===== config.mk =====
export PLATFORM = sky130hd
export DESIGN_NAME = ifetch
export DESIGN_NICKNAME = d
export VERILOG_FILES = /design/src/rtl/ifetch.sv
export SDC_FILE = /design/constraint.sdc
export NUM_CORES = 1
export LEC_CHECK = 0
export BUFFER_PORTS_ARGS = -buffer_cell sky130_fd_sc_hd__buf_2
export CORE_ASPECT_RATIO = 1.25
export CORE_MARGIN = 10
export CORE_UTILIZATION = 55
export DETAILED_ROUTE_END_ITERATION = 16
export PLACE_DENSITY = 0.8
export SLEW_MARGIN = 15
export SYNTH_ARGS = -nofsm -noshare
export SYNTH_HDL_FRONTEND = slang
export SYNTH_SLANG_ARGS = --single-unit

===== constraint.sdc =====
create_clock -name clk -period 2.62 [get_ports clk]
set_input_delay 0.262 -clock clk [delete_from_list [all_inputs] [get_ports clk]]
set_output_delay 0.262 -clock clk [all_outputs]
set_load 0.1 [all_outputs]

===== src/rtl/ifetch.sv =====
// Instruction fetch stage: owns the PC, fetches over a req/ack memory handshake,
// and holds one instruction for decode. Define IFETCH_PERF_EN to add fetch/stall counters.
module ifetch #(
  parameter logic [31:0] RESET_PC = 32'h0000_0000,
  parameter logic [31:0] PC_INC   = 32'd1
) (
  input  logic        clk,
  input  logic        rst_n,
  output logic        imem_req,
  output logic [31:0] imem_addr,
  input  logic        imem_ack,
  input  logic [31:0] imem_rdata,
  input  logic        stall,
  input  logic        br_taken,
  input  logic [31:0] br_target,
  output logic        valid,
  output logic [31:0] pco,
  output logic [31:0] inst
`ifdef IFETCH_PERF_EN
  ,
  output logic [31:0] fetch_cnt,
  output logic [31:0] stall_cnt
`endif
);

  typedef enum logic [1:0] {S_IDLE, S_REQ, S_SKID, S_DROP} state_t;

  state_t      state_q, state_d;
  logic [31:0] pc_q, pc_d;
  logic [31:0] drop_addr_q, drop_addr_d;
  logic [31:0] skid_pc_q, skid_pc_d;
  logic [31:0] skid_inst_q, skid_inst_d;
  logic [31:0] pco_d, inst_d;
  logic        valid_d;
  logic        slot_free;

  assign slot_free = !valid || !stall;

  always_comb begin
    state_d     = state_q;
    pc_d        = pc_q;
    drop_addr_d = drop_addr_q;
    skid_pc_d   = skid_pc_q;
    skid_inst_d = skid_inst_q;
    pco_d       = pco;
    inst_d      = inst;
    // an unstalled valid instruction is consumed this cycle
    valid_d     = valid && stall;
    imem_req    = (state_q == S_REQ) || (state_q == S_DROP);
    // S_DROP keeps the abandoned address on the bus until its ack retires it
    imem_addr   = (state_q == S_DROP) ? drop_addr_q : pc_q;

    if (br_taken) begin
      pc_d        = br_target;
      valid_d     = 1'b0;
      skid_pc_d   = 32'h0;
      skid_inst_d = 32'h0;
      case (state_q)
        S_REQ: begin
          if (!imem_ack) begin
            state_d     = S_DROP;
            drop_addr_d = pc_q;
          end
        end
        S_IDLE, S_SKID: state_d = S_REQ;
        default: ;
      endcase
    end else begin
      case (state_q)
        S_IDLE: state_d = S_REQ;
        S_REQ: begin
          if (imem_ack) begin
            pc_d = pc_q + PC_INC;
            if (slot_free) begin
              valid_d = 1'b1;
              pco_d   = pc_q;
              inst_d  = imem_rdata;
            end else begin
              skid_pc_d   = pc_q;
              skid_inst_d = imem_rdata;
              state_d     = S_SKID;
            end
          end
        end
        S_SKID: begin
          if (slot_free) begin
            valid_d = 1'b1;
            pco_d   = skid_pc_q;
            inst_d  = skid_inst_q;
            state_d = S_REQ;
          end
        end
        S_DROP: if (imem_ack) state_d = S_REQ;
        default: state_d = S_IDLE;
      endcase
    end
  end

  always_ff @(posedge clk) begin
    if (!rst_n) begin
      state_q     <= S_IDLE;
      pc_q        <= RESET_PC;
      drop_addr_q <= 32'h0;
      skid_pc_q   <= 32'h0;
      skid_inst_q <= 32'h0;
      valid       <= 1'b0;
      pco         <= 32'h0;
      inst        <= 32'h0;
    end else begin
      state_q     <= state_d;
      pc_q        <= pc_d;
      drop_addr_q <= drop_addr_d;
      skid_pc_q   <= skid_pc_d;
      skid_inst_q <= skid_inst_d;
      valid       <= valid_d;
      pco         <= pco_d;
      inst        <= inst_d;
    end
  end

`ifdef IFETCH_PERF_EN
  always_ff @(posedge clk) begin
    if (!rst_n) begin
      fetch_cnt <= 32'h0;
      stall_cnt <= 32'h0;
    end else begin
      if (state_q == S_REQ && imem_ack && !br_taken) fetch_cnt <= fetch_cnt + 32'd1;
      if (valid && stall) stall_cnt <= stall_cnt + 32'd1;
    end
  end
`endif

endmodule


==> metrics list <==
- CP max stage cell: sky130_fd_sc_hd__buf_2
- Of the total synthesized cell area, the portion taken by AND, OR, NAND and NOR gates is 0.175.
- The cell count after synthesis came out at 1,003.
- Crit path max fanout: 29
- Leak pwr: 3.92 nW
* Row Count: 50
- Post-synthesis sequential area ratio: 0.457
- In this run the cell area of the synthesized design comes to 8550 µm².
- Overall power consumption after layout is estimated at 8.39 mW.
- Relative to the synthesized area, the layout overhead comes to 17.3%.
* Top cells by area, synth: sky130_fd_sc_hd__dfxtp_1, sky130_fd_sc_hd__nand2_1, sky130_fd_sc_hd__mux2i_1, sky130_fd_sc_hd__a21oi_1, sky130_fd_sc_hd__a211oi_1
- Entering global routing, the biggest net connects 72 pins.
- For this run, the detailed router's first-pass iteration total came to 5.
- After detailed routing, the average wire length per cell comes to 16.9 µm.
- Placed wire-length estimate: 15.0 mm
- Unrepaired setup endpoints after global routing: no
- ANT cells: 0
- Based on the critical path, the design can be clocked at up to 402 MHz.
- Proportion of register bits with asynchronous set or reset after synthesis: 0
- Top cell family by delay on the critical path: buffers and inverters
- During synthesis, Yosys emitted a total of 0 warnings.
- Register clock-pin slew on the reported worst setup and hold paths: 0.07 ns
- Of all cell types, the one taking the most synthesized area is sky130_fd_sc_hd__dfxtp_1.
- Number of pins with negative max-slew slack in the final report: 0
* Main combinational cell family by area after synthesis: simple AND/OR/NAND/NOR gates
- Number of endpoints with negative hold slack in the final report: 0
- Kind of launch point of the worst setup path: flop
* DRT Wirelength: 22.7 mm
- After detailed placement, the design holds a cell count of 1,309.
- In this run, post-CTS hold repair placed 0 buffers.
- The number of gates resized after CTS was 0.
* Xor and xnor area share after synthesis: 0.0318
- Number of top-level design ports: 167
- Once detail routing completed, the nets flagged for antenna violations numbered 0.
- IR analysis of the VDD net gives a maximum drop of 0.535 mV.
- The number of setup buffers added after CTS is 0.
* Starting DRC count in detailed routing: 486
* Tcrit/Tclk final: 0.948
- # fillers: 1,310
* Htree depth: 4
* Status: complete, no violations
- Number of nets in the layout: 1,194
- Final setup violation count: 0
- Clock Latency Late Sink: 0.43 ns
- Number of antenna violations at the first check in global routing: 0
- The multi-input combinational cells in the finished layout cover a total of 4190 µm².
- Measured against the total synthesized area, the mux share comes to 0.110.
- Worst relative slew slack: 0.517
- The initial utilization of the core area, before any placement, comes to 0.565.
- Number of enable-type register cells in the synthesized netlist: 0
* Power density over the cells: 836 nW/µm²
* Share of the synthesized area in compound gates (AO/OA/AOI/OAI): 0.162
- The tree is rooted in a sky130_fd_sc_hd__clkbuf_16.
* Vias after detailed routing: 7,431
- The finished layout holds 1,341 standard cells, fillers aside.
- Congestion Overflow GR: 0
* Average via count per standard cell: 5.54
- Share of the synthesized area in the top cell type: 0.457
- Commonest cells in the netlist: sky130_fd_sc_hd__nand2_1, sky130_fd_sc_hd__dfxtp_1, sky130_fd_sc_hd__a21oi_1
- Die Outline Area: 21,000 µm²
- In the final layout, flip-flops and latches occupy 3900 µm².
- Data on the critical path arrives at its endpoint at 2.22 ns.
- Number of distinct library cells after synthesis: 43
- Across every metal layer, demand over resource in global routing totals 0.207.
- Buffer levels on the longest clock path: 2
* Critical path class: reg2out
* Via count of the first global-routing pass: 7,068
- At the pin with the least slew margin, the transition time is 0.722 ns.
- Fin Clk Skew: 0.00841 ns
* Die H: 159 µm
- Number of sinks handled by clock tree synthesis: 195
* Largest incremental delay on the critical path: 0.48 ns
- Inserted Clock Buffers: 17
- The tool flagged a number of max-cap violations equal to 0.
- In the routed design, unresolved DRC markers number 0.
- The number of nets handed over by synthesis was 1,077.
- TritonCTS built the clock tree.
* FF+latch count, synth: 195
* Kind of path behind the tightest hold check: in2reg
* Global placer's final weighted congestion: 0.838
* Post-synthesis share of cell area spent on full adders, half adders and majority gates: 0.00732
* Worst Path Required: 2.36 ns
- Number of buffers inserted by port buffering: 166
- The most used flip-flop cell after synthesis is sky130_fd_sc_hd__dfxtp_1.
- Critical path endpoint category: output pin
- The region available for standard cell placement spans 15,100 µm².
* Crit path cell chain: ha_2 -> buf_12 -> nand2_1 -> o21ai_0 -> buf_2
- The routed design could run at a clock period as short as 2.48 ns.
- Layout cells sized above 1: 0.228
- The average instance in the mapped netlist occupies 8.53 µm².
- Wire length of the first global-routing pass: 36.4 mm
* Count of buffering cells on the critical path with inverters included: 2
* Count leader, synth: sky130_fd_sc_hd__nand2_1
- Die extent in x: 132 µm
layer usage:
metal,routed length [µm],up-vias,share of wire,track usage
li1,-,3672,-,-
met1,9640,3470,0.42,0.249
met2,11200,255,0.49,0.353
met3,1440,34,0.063,0.0485
met4,397,0,0.017,0.0729
met5,0,-,0,0
sequential cells by signal, summed over array words and instances (netlist names):
register and flops:
pco 32, drop_addr_q 32, skid_inst_q 32, skid_pc_q 32, pc_q 32, valid 1
inst 32, state_q 2
worst paths after layout:
path,cells after the start,end,slack (ns),startpoint
worst min register to register,2,skid_inst_q[16],0.45,skid_inst_q[16]
worst max-delay path,5,imem_addr[25],0.14,state_q[1]
worst min-delay path,3,pc_q[7],0.06,br_target[7]
worst max register to register,7,pc_q[22],0.30,state_q[1]
cell usage in the layout (no fill, tap or decap), drive strengths merged, types with 6 or more instances in the layout:
cell    synthesis  routed
inv            10      14
o21ai          29      29
nand2         236     236
clkbuf         53      20
xnor2          29      29
mux2i          64      64
buf            32     185
mux2           27      27
nor3           12      12
a21oi         124     124
o211a          19      19
dfxtp         195     195
clkinv          0       6
a211oi         46      46
and3            6       6
nand3          14      14
nand4           8       8
nor2           66      66
area by class of cell:
type | instances | share of cell area
sequential | 195 | 0.389
tap | 208 | 0.0259
timing repair buffer | 185 | 0.106
clock buffer | 20 | 0.0445
clock inverter | 12 | 0.0128
multi-input combinational | 711 | 0.418
inverter | 10 | 0.00374
cells by family after synthesis:
family / Yosys count
xor+xnor: 31
compound gates: 229
fa+ha+maj: 5
buf+inv: 97
flops: 195
simple gates: 355
mux: 91
power by group:
group / total, mW / internal (mW) / switching (mW)
Sequential: 3.31 / 3.17 / 0.146
Clock: 2.56 / 1.44 / 1.12
Combinational: 2.51 / 0.505 / 2.01
per-stage QoR:
step / TNS [ns] / area [µm²] / util / hold slack (ns) / setup slack, ns
2_1_floorplan: -3.53 / 8550 / - / 0.398 / -0.707
3_3_place_gp: 0 / 9460 / 0.625 / 0.438 / 0.429
3_5_place_dp: 0 / 9460 / 0.625 / 0.445 / 0.342
4_1_cts: 0 / 10000 / 0.663 / 0.0519 / 0.140
5_1_grt: 0 / 10000 / 0.663 / 0.0668 / 0.0813
6_report: 0 / 10000 / 0.663 / 0.0637 / 0.135
worst register-to-register path: cells and delay by family, from the launching register on:
family | cells | cell delay (ns)
xor gates and xnor gates | 1 | 0.15
and+or+nand+nor | 3 | 1.15
buffers and inverters | 1 | 0.10
DFF | 1 | 0.36
AOI/OAI and AO/OA | 1 | 0.08
adders and majority gates | 1 | 0.35
Note: power is estimated with default switching activity, not from simulation.
